<file path="src/rtl/uart_rx_fifo.sv">
// uart_rx_fifo: drains uart_rx bytes into a DEPTH-entry circular FIFO
// with level, flags, sticky overflow and a threshold interrupt.
module uart_rx_fifo #(
  parameter int DEPTH  = 8,
  parameter int THRESH = 6,
  localparam int LW = $clog2(DEPTH + 1)
) (
  input  logic          clk,
  input  logic          rstn,
  input  logic          rx_valid,
  input  logic [7:0]    rx_data,
  output logic          rx_read,
  input  logic          rd_en,
  output logic [7:0]    rd_data,
  input  logic          clear,
  output logic [LW-1:0] level,
  output logic          empty,
  output logic          full,
  output logic          overflow,
  output logic          thresh_irq
);

  localparam int AW = $clog2(DEPTH);

  logic [7:0]    mem [DEPTH];
  logic [AW-1:0] wr_ptr;
  logic [AW-1:0] rd_ptr;
  logic          push;
  logic          pop;
  logic          acc;

  assign empty      = (level == '0);
  assign full       = (level == LW'(DEPTH));
  assign thresh_irq = (level >= LW'(THRESH));
  assign rd_data    = empty ? 8'hFF : mem[rd_ptr];

  // rx_read high means the byte on rx_data was already taken
  assign push = rx_valid & ~rx_read;
  assign pop  = rd_en & ~empty;
  // a same-cycle pop frees the slot a full FIFO needs
  assign acc  = push & (~full | pop);

  always_ff @(posedge clk or negedge rstn) begin
    if (!rstn) begin
      wr_ptr   <= '0;
      rd_ptr   <= '0;
      level    <= '0;
      rx_read  <= 1'b0;
      overflow <= 1'b0;
    end else begin
      rx_read <= push;
      if (clear) begin
        wr_ptr   <= '0;
        rd_ptr   <= '0;
        level    <= '0;
        overflow <= 1'b0;
      end else begin
        if (acc)
          wr_ptr <= wr_ptr + 1'b1;
        if (pop)
          rd_ptr <= rd_ptr + 1'b1;
        if (push && !acc)
          overflow <= 1'b1;
        if (acc && !pop)
          level <= level + 1'b1;
        else if (pop && !acc)
          level <= level - 1'b1;
      end
    end
  end

  always_ff @(posedge clk) begin
    if (acc && !clear)
      mem[wr_ptr] <= rx_data;
  end

endmodule

</file>
<file path="config.mk">
export PLATFORM = sky130hd
export DESIGN_NAME = uart_rx_fifo
export DESIGN_NICKNAME = d
export VERILOG_FILES = /design/src/rtl/uart_rx_fifo.sv
export SDC_FILE = /design/constraint.sdc
export NUM_CORES = 1
export LEC_CHECK = 0
export CORE_ASPECT_RATIO = 0.7
export CORE_UTILIZATION = 39
export DETAILED_ROUTE_END_ITERATION = 12
export PLACE_DENSITY = 0.65
export SYNTH_ARGS = -nofsm -noshare
export SYNTH_HDL_FRONTEND = slang
export SYNTH_SLANG_ARGS = --single-unit
</file>
<file path="constraint.sdc">
create_clock -name clk -period 7 [get_ports clk]
set_clock_uncertainty 0.05 [all_clocks]
set_input_delay 1.05 -clock clk [delete_from_list [all_inputs] [get_ports clk]]
set_output_delay 1.05 -clock clk [all_outputs]
set_load 0.005 [all_outputs]
</file>
* Word-level counts from Yosys, hierarchy flattened
Memory sizes are Yosys's and may differ from the RTL's.
Index checks and enable logic that the tools add are counted.
** Cells by class
- Add/sub/neg operators :: 4
- Equality and inequality tests :: 1
- Order comparisons :: 1
- Reductions and logical operators :: 12
- Bitwise gates (word level) :: 7
- Multiplexer cells :: 12
** Operator list (count)
- $mux 3 :: 4
- $mux 4 :: 3
- $mux 8 :: 1
- $add 3x1->3 const B :: 2
- $reduce_bool 2->1 :: 3
- $add 4x1->4 const B :: 1
- $eq 4x4->1 const B :: 1
- $ge 4x3->1 const B :: 1
- $logic_and 1x1->1 :: 4
- $logic_not 4->1 :: 1
- $mux 1 :: 4
- $sub 4x1->4 const B :: 1
- $and 1x1->1 :: 3
- $logic_not 1->1 :: 3
- $not 1->1 :: 3
- $reduce_bool 3->1 :: 1
- $or 1x1->1 :: 1
** Storage, ports and cells
- Bits in writable memories :: 64
- Memories kept :: 1
- Input bits :: 13
- Output and inout bits :: 17
- Register bits after elaboration :: 12
- Word-level logic and storage cells :: 43
** Memories
- mem :: depth 8, bits a word 8, rd ports 1, clocked after Yosys merged registers in 0, write ports 1, line 25 : logic [7:0] mem [DEPTH];

* Longest topological paths before layout
Gate-level depths: netlist (run 1).
- Depth in word-level cells :: 10
- Gate-level depth with buffers :: 9
- Mapped depth without buffers :: 8

* Worst setup path before layout (run 1)
No wires, ideal clock.
- Kind :: input to register
- Start point :: input port rx_valid
- End point :: memory mem[5][0] (enable)
- Setup slack :: 4106 ps
- Setup time :: 395 ps
- Data required time :: 6555 ps
- Stages on the path :: 5
- Arrival :: 2449 ps
- Cell sequence :: nand2b_1 inv_1 buf_2 nand3_1 nor4_1
** On the way
- Cells in the longest elaborated chain, start to end :: 5
** Ends and longest elaborated chain
- start: declaration :: line 10 : input logic rx_valid,
- $and 1x1->1 :: line 38 : assign push = rx_valid & ~rx_read;
- via push :: line 28 : logic push;
- $and 1x1->1 :: line 41 : assign acc = push & (~full | pop);
- $logic_and 1x1->1 :: line 73 : if (acc && !clear)
- $mux 1 :: line 73
- $mux 1 (implied by the code) :: line 74 : mem[wr_ptr] <= rx_data;
- end: declaration :: line 25
The timed path passes the listed nets, and every way through them passes these cells.

* Worst setup path after layout (run 1)
- Start point :: input port rx_valid
- End point :: register level[3]
** On the way
- Cells in the longest elaborated chain, start to end :: 5
- Elaborated cells on any way between the ends :: 8
** Ends and longest elaborated chain
- $and 1x1->1 (*) :: line 38
- $and 1x1->1 (*) :: line 41
- $logic_and 1x1->1 / $logic_not 1->1 (equally long branches) :: line 64, 66
- $mux 4 / $logic_and 1x1->1 (equally long branches) :: line 64, 66
- $mux 4 / $reduce_bool 3->1 (equally long branches)
- end signal: assignment :: line 65 : level <= level + 1'b1;
- end signal: assignment :: line 67 : level <= level - 1'b1;
- end: declaration :: line 16 : output logic [LW-1:0] level,
Mark *: on every way between the ends. The rest lies on a longest branch, timed or not.
A chain may end at the register's enable or synchronous reset.

==> qor.log, run 1 <==
[setup_path] Crit path required time 7.12 ns
[setup_path] Worst Path Arrival 3.73 ns
[worst_hold_path] class of the tightest hold or removal check reg -> reg
[cells_and_area] area occupied by multi-input gates 0.00107 sq mm
[power] maximum ir drop on the vdd rail 0.000130 V
[floorplanning] Core Area 0.00811 sq mm
[synthesis] top cells by area in the synthesized netlist sky130_fd_sc_hd__edfxtp_1, sky130_fd_sc_hd__mux4_2, sky130_fd_sc_hd__dfrtp_1, sky130_fd_sc_hd__mux2i_1, sky130_fd_sc_hd__nand2_1
[floorplanning] total I/O pin count 30
[cells_and_area] Antenna diodes 0
[clocking] TritonCTS clock tree yes
[grt] first-pass GRT wire length 10.3 mm
[timing] number of hold violations in the final report 0
[place] DP HPWL 4.18 mm
[clocking] count of buffers added by post-CTS timing repair for setup 0
[timing] transition time at the pin with the least slew margin 1.22 ns
[synthesis] fraction of synthesized cell area taken by the top area cell type 57.2%
[setup_path] critical path peak fanout 15
[synthesis] post-synthesis instance total 207
[clocking] number of gates resized after cts 0
[clocking] Clock Tree Buf Depth 2
[place] number of buffer cells added on primary ports 29
[cells_and_area] relative area change from synthesis to final layout 19.8%
[floorplanning] Starting Density 41.4%
[floorplanning] DIE HEIGHT 79.7 microns
[floorplanning] Std-Cell Rows 27
[routing] routed vias 1853
[routing] DR DRC count 0
[routing] DRT antenna net count 0
[setup_path] flop-to-flop setup slack 4.06 ns
[place] area after detailed placement 0.00377 sq mm
[timing] count of endpoints failing setup in the final report 0
[place] DP Worst Slack 3.04 ns
[timing] worst slew margin relative to its limit 17.9%
[synthesis] count of warnings emitted by yosys 0
[place] routability-driven placement congestion ratio 0.769
[synthesis] Synth Area per Inst 16.2 sq um
[clocking] number of buffers created by CTS 9
[cells_and_area] final std cell area, no fill 0.00403 sq mm
[grt] initial antenna violation count 0
[clocking] maximum level of the CTS H-tree 3
[cells_and_area] fraction of final layout cells sized beyond drive strength 1 20.3%
[synthesis] #FFs+latches synth 76
[synthesis] Synth top cells by count sky130_fd_sc_hd__edfxtp_1, sky130_fd_sc_hd__mux4_2, sky130_fd_sc_hd__nand2_1, sky130_fd_sc_hd__nor2_1, sky130_fd_sc_hd__dfrtp_1
[grt] number of global-route vias before repair 1827
[synthesis] syn_nets 225
[setup_path] WS Path Type in -> reg
[grt] Remaining Overflow, GRT 0
[timing] minimum setup slack in the final design 3.39 ns
[floorplanning] floorplan die area 0.00899 sq mm
[clocking] post-cts hold buffer count 0
[floorplanning] Die W 113 microns
[synthesis] Yosys cell types 44
[routing] detailed-route wire length per cell 18.7 microns
[synthesis] Async S/R FF share, synth 15.8%
[cells_and_area] non-filler instance count after layout 342
[clocking] number of sinks handled by clock tree synthesis 76
[place] cell total after placement 328
[timing] setup repair after global routing missed its margin no
[routing] violation count after the first detailed-routing iteration 77
[synthesis] proportion of synthesized chip area in sequential cells 66.1%
[synthesis] cell taking the most area after synthesis sky130_fd_sc_hd__edfxtp_1
[routing] first-pass iteration count of the detailed router 4
[clocking] clock transition time at the flip-flop clock pins of the worst setup and hold paths 0.05 ns
[routing] final wirelength 6.39 mm
[setup_path] startpoint class of the critical path input port
[timing] fraction of the cycle the final worst path needs 51.6%
[power] Pleak 1.35 nW
[flow_run] Max Cap Violations 0
[setup_path] kind of end point of the critical path flip-flop
[clocking] Clk Tree Root Cell sky130_fd_sc_hd__clkbuf_16
[synthesis] number of enable flip-flop cells after synthesis 64
[synthesis] Netlist Area Pre-Place 0.00336 sq mm
[synthesis] library cell with the highest instance count after synthesis sky130_fd_sc_hd__edfxtp_1
[power] power per cell area 339 mW/mm^2
[status] status complete, no violations
[timing] final critical path time including I/O delays and setup 3.61 ns
[routing] via density per instance 5.42
[timing] Total Neg Setup Slack 0 ns
[cells_and_area] number of nets in the finished design 256
[synthesis] most common flop cell mapped by yosys sky130_fd_sc_hd__edfxtp_1
[cells_and_area] total area of sequential cells 0.00222 sq mm
[grt] largest net degree at the start of global routing 19
[clocking] clock latency of the later-clocked register in the worst-skew pair 0.32 ns
[timing] maximum frequency from static timing analysis 277 MHz
[timing] max-slew violation count 0
[cells_and_area] number of inserted filler cells in the final layout 687
[grt] Total Routing Usage GR 15.9%
report_power, final:
group	internal, mW	switching, mW
registers	0.511	0.0444
logic	0.226	0.188
clock network	0.234	0.162
worst max-delay path, stage by stage:
cell                              delay [ns]
sky130_fd_sc_hd__clkdlybuf4s50_1        0.46
sky130_fd_sc_hd__nand2b_1               0.32
sky130_fd_sc_hd__inv_1                  0.51
sky130_fd_sc_hd__nand2_4                0.11
sky130_fd_sc_hd__ha_1                   0.34
sky130_fd_sc_hd__a21oi_1                0.36
sky130_fd_sc_hd__a2111oi_0              0.17
sky130_fd_sc_hd__a311oi_1               0.29
sky130_fd_sc_hd__a21oi_1                0.10
metal layers:
metal / vias to the layer above / track usage (%) / wire length [microns]
met2: 40 / 24.3 / 2990
li1: 865 / - / -
met5: - / 0 / 0
met4: 0 / 5.53 / 70
met1: 942 / 22.6 / 3090
met3: 6 / 3.64 / 240
kinds of logic (layout without fill, tap and decap cells):
family | count (synthesis) | count (layout) | synth area share (%)
mux | 25 | 25 | 13.4
simple gates | 52 | 52 | 8.16
compound gates | 24 | 24 | 6.11
buf+inv | 20 | 54 | 2.79
flops | 76 | 76 | 66.1
fa+ha+maj | 5 | 5 | 2.09
xor+xnor | 5 | 5 | 1.30
cell usage in the layout, fill, tap and decap left out, types with 2 or more instances in the layout:
cell,n
sky130_fd_sc_hd__clkinv_4,2
sky130_fd_sc_hd__clkinv_2,3
sky130_fd_sc_hd__inv_1,6
sky130_fd_sc_hd__ha_1,4
sky130_fd_sc_hd__mux4_2,16
sky130_fd_sc_hd__buf_4,4
sky130_fd_sc_hd__edfxtp_1,64
sky130_fd_sc_hd__clkdlybuf4s50_1,29
sky130_fd_sc_hd__o211ai_1,2
sky130_fd_sc_hd__xor2_1,5
sky130_fd_sc_hd__nand2_1,15
sky130_fd_sc_hd__mux2i_1,9
sky130_fd_sc_hd__o21ai_0,2
sky130_fd_sc_hd__a21oi_1,7
sky130_fd_sc_hd__clkbuf_16,9
sky130_fd_sc_hd__nor2_1,13
sky130_fd_sc_hd__dfrtp_1,12
sky130_fd_sc_hd__nor4_2,4
sky130_fd_sc_hd__or3_1,3
sky130_fd_sc_hd__nand3_1,5
sky130_fd_sc_hd__nor3_1,3
per-stage QoR:
| stage | total power, mW | util [%] | hold WS [ns] |
|---|---|---|---|
| 5_1_grt | 1.45 | 49.6 | 0.519 |
| 4_1_cts | 1.38 | 49.6 | 0.462 |
| 2_1_floorplan | 0.829 | - | 0.441 |
| 3_3_place_gp | 0.979 | 46.5 | 0.431 |
| 3_5_place_dp | 0.984 | 46.5 | 0.451 |
| 6_report | 1.37 | 49.6 | 0.458 |
path summary, 6_finish.rpt:
| check | startpoint | endpoint | cells after the start |
|---|---|---|---|
| min in group asynchronous | rstn | level[0] | 1 |
| worst max-delay path | rx_valid | level[3] | 9 |
| worst max register to register | level[1] | level[3] | 8 |
| max in group asynchronous | rstn | rx_read | 1 |
| worst min register to register | overflow | overflow | 2 |
| worst min-delay path | overflow | overflow | 2 |
registers in the layout (all words and copies together) (netlist names):
signal and flops:
wr_ptr 3, level 4, rd_ptr 3, mem 64, rx_read 1, overflow 1
area by class of cell:
cell class | instances | area share [%]
sequential | 76 | 55.2
multi-input combinational | 111 | 26.5
timing repair buffer | 33 | 7.96
clock buffer | 9 | 5.60
tap | 101 | 3.14
clock inverter | 5 | 0.777
inverter | 7 | 0.777
Note: power is estimated with default switching activity, not from simulation.
==> run 2, diff against run 1 <==
Clock period 7 ns to 3.75 ns, I/O delays scaled along.
==> qor.log, run 2 (synthesis gave the netlist of run 1 again) <==
[status] status complete, no violations
[setup_path] CP Cell Sequence mux4_2 > mux2i_1 > nand2_1 > clkdlybuf4s50_1
[power] Pleak 1.42 nW [+5.0%]
[setup_path] critical path peak fanout 18 [+3]
[clocking] count of buffers added by post-CTS timing repair for setup 0 [unchanged]
[setup_path] kind of end point of the critical path output port
[routing] violation count after the first detailed-routing iteration 114 [+48%]
[routing] DR DRC count 0 [unchanged]
[cells_and_area] number of nets in the finished design 263 [+2.7%]
[clocking] clock transition time at the flip-flop clock pins of the worst setup and hold paths 0.06 ns [about the same]
[cells_and_area] top register by number of flip-flops mem
[clocking] number of buffers created by CTS 9 [unchanged]
[floorplanning] Starting Density 41.4% [unchanged]
[routing] routed vias 1916 [+3.4%]
[routing] detailed-route wire length per cell 18.2 microns [-2.6%]
[floorplanning] floorplan die area 0.00899 sq mm [unchanged]
[grt] Total Routing Usage GR 15.7% [-0.17 points]
[clocking] post-cts hold buffer count 0 [unchanged]
[clocking] Clk Tree Root Cell sky130_fd_sc_hd__clkbuf_16
[clocking] maximum level of the CTS H-tree 3 [unchanged]
[worst_hold_path] class of the tightest hold or removal check reg -> reg
[setup_path] WS Path Type reg -> out
[timing] Total Neg Setup Slack 0 ns [unchanged]
[cells_and_area] number of inserted filler cells in the final layout 687 [unchanged]
[routing] via density per instance 5.47 [+1.0%]
[grt] initial antenna violation count 0 [unchanged]
[timing] maximum frequency from static timing analysis 343 MHz
[floorplanning] total I/O pin count 30 [unchanged]
[clocking] number of gates resized after cts 0 [unchanged]
[timing] transition time at the pin with the least slew margin 0.808 ns [-0.414 ns]
[setup_path] Crit path largest cell delay 0.86 ns [+0.35 ns]
[floorplanning] Die W 113 microns [unchanged]
[grt] Remaining Overflow, GRT 0 [unchanged]
[setup_path] slowest cell on the critical path sky130_fd_sc_hd__dfrtp_1
[cells_and_area] largest registers mem: 64 flops, level: 4 flops
[timing] setup repair after global routing missed its margin no
[grt] first-pass GRT wire length 10.2 mm [-1.4%]
[setup_path] dominant delay contributor by cell family on the critical path flip-flops
[place] DP HPWL 4.14 mm [-0.85%]
[timing] number of hold violations in the final report 0 [unchanged]
[floorplanning] DIE HEIGHT 79.7 microns [unchanged]
[cells_and_area] non-filler instance count after layout 350 [+2.3%]
[cells_and_area] Post-Route Utilization 51.3% [+1.7 points]
[flow_run] Max Cap Violations 0 [unchanged]
[grt] number of global-route vias before repair 1880 [+2.9%]
[setup_path] count of buffer and inverter cells on the critical path 1 [-1]
[cells_and_area] most frequent cells in the layout sky130_fd_sc_hd__edfxtp_1, sky130_fd_sc_hd__clkdlybuf4s50_1, sky130_fd_sc_hd__mux4_2, sky130_fd_sc_hd__nand2_1, sky130_fd_sc_hd__nor2_1
[timing] final critical path time including I/O delays and setup 2.92 ns
[grt] largest net degree at the start of global routing 19 [unchanged]
[cells_and_area] number of flip-flops under the largest register name 64 [unchanged]
[power] power per cell area 665 mW/mm^2 [+96%]
[routing] DRT antenna net count 0 [unchanged]
[timing] max-slew violation count 0 [unchanged]
[place] cell total after placement 335 [+2.1%]
[place] routability-driven placement congestion ratio 0.774 [+0.69%]
[setup_path] Crit path required time 3.14 ns [-3.98 ns]
[timing] fraction of the cycle the final worst path needs 77.8%
[cells_and_area] most common library cell in the layout ignoring fill and taps sky130_fd_sc_hd__edfxtp_1
[setup_path] Worst Path Arrival 2.31 ns [-1.42 ns]
[timing] count of endpoints failing setup in the final report 0 [unchanged]
[floorplanning] Std-Cell Rows 27 [unchanged]
[timing] Hold Slack 0.448 ns [-0.00949 ns]
[clocking] clock latency of the later-clocked register in the worst-skew pair 0.32 ns [about the same]
[place] number of buffer cells added on primary ports 29 [unchanged]
[cells_and_area] fraction of final layout cells sized beyond drive strength 1 22.9% [+2.6 points]
[power] maximum ir drop on the vdd rail 0.000308 V [+140%]
[clocking] number of sinks handled by clock tree synthesis 76 [unchanged]
[clocking] Clock Tree Buf Depth 2 [unchanged]
[clocking] TritonCTS clock tree yes
[cells_and_area] relative area change from synthesis to final layout 23.8%
[cells_and_area] Antenna diodes 0 [unchanged]
[routing] final wirelength 6.37 mm [-0.33%]
[floorplanning] Core Area 0.00811 sq mm [unchanged]
[timing] worst slew margin relative to its limit 46.2% [+28 points]
[setup_path] startpoint class of the critical path flip-flop
[routing] first-pass iteration count of the detailed router 4 [unchanged]
run 2: through the flow:
step                      power, mW  setup slack (ns)  instance area (sq um)
after floorplan                1.55              1.21                   3360
after detailed placement       1.83             0.792                   3820
after global routing           2.92             0.705                   4160
final                          2.76             0.831                   4160
after CTS                      2.81             0.762                   4160
after global placement         1.83             0.871                   3820
run 2: final cells by class:
| cell class | instances | area [sq um] | share of cell area [%] |
|---|---|---|---|
| clock buffers | 9 | 225 | 5.41 |
| clock inverters | 6 | 114 | 2.74 |
| inverters | 7 | 31.3 | 0.752 |
| multi-input cells | 111 | 1070 | 25.7 |
| flip-flops and latches | 76 | 2220 | 53.4 |
| well taps | 101 | 126 | 3.04 |
| repair buffers | 40 | 373 | 8.96 |
run 2: where the power goes:
group / internal (mW) / leakage, nW / switching, mW
sequential: 0.954 / 0.738 / 0.0801
combinational: 0.423 / 0.524 / 0.348
clock: 0.646 / 0.158 / 0.313
total: 2.02 / 1.42 / 0.741
run 2: worst paths after layout:
kind | startpoint | end | slack (ns) | depth (start not counted)
worst max-delay path | rd_ptr[1] | rd_data[6] | 0.83 | 4
worst min-delay path | overflow | overflow | 0.45 | 2
worst max register to register | level[1] | level[3] | 0.87 | 8
worst min register to register | overflow | overflow | 0.45 | 2
max in group asynchronous | rstn | rd_ptr[2] | 2.72 | 1
min in group asynchronous | rstn | overflow | 0.55 | 1
run 2: metal layers:
metal	track usage [%]	vias to the layer above	wire length (microns)
met1	21.0	977	2890
met2	25.5	52	3080
li1	-	882	-
met4	4.74	0	33
met5	0	-	0
met3	4.25	5	363
run 2: worst min-delay path: stages, from the launching register on:
cell                      delay (ns)
sky130_fd_sc_hd__dfrtp_1        0.34
sky130_fd_sc_hd__nor2_1         0.05
sky130_fd_sc_hd__nor2_1         0.08
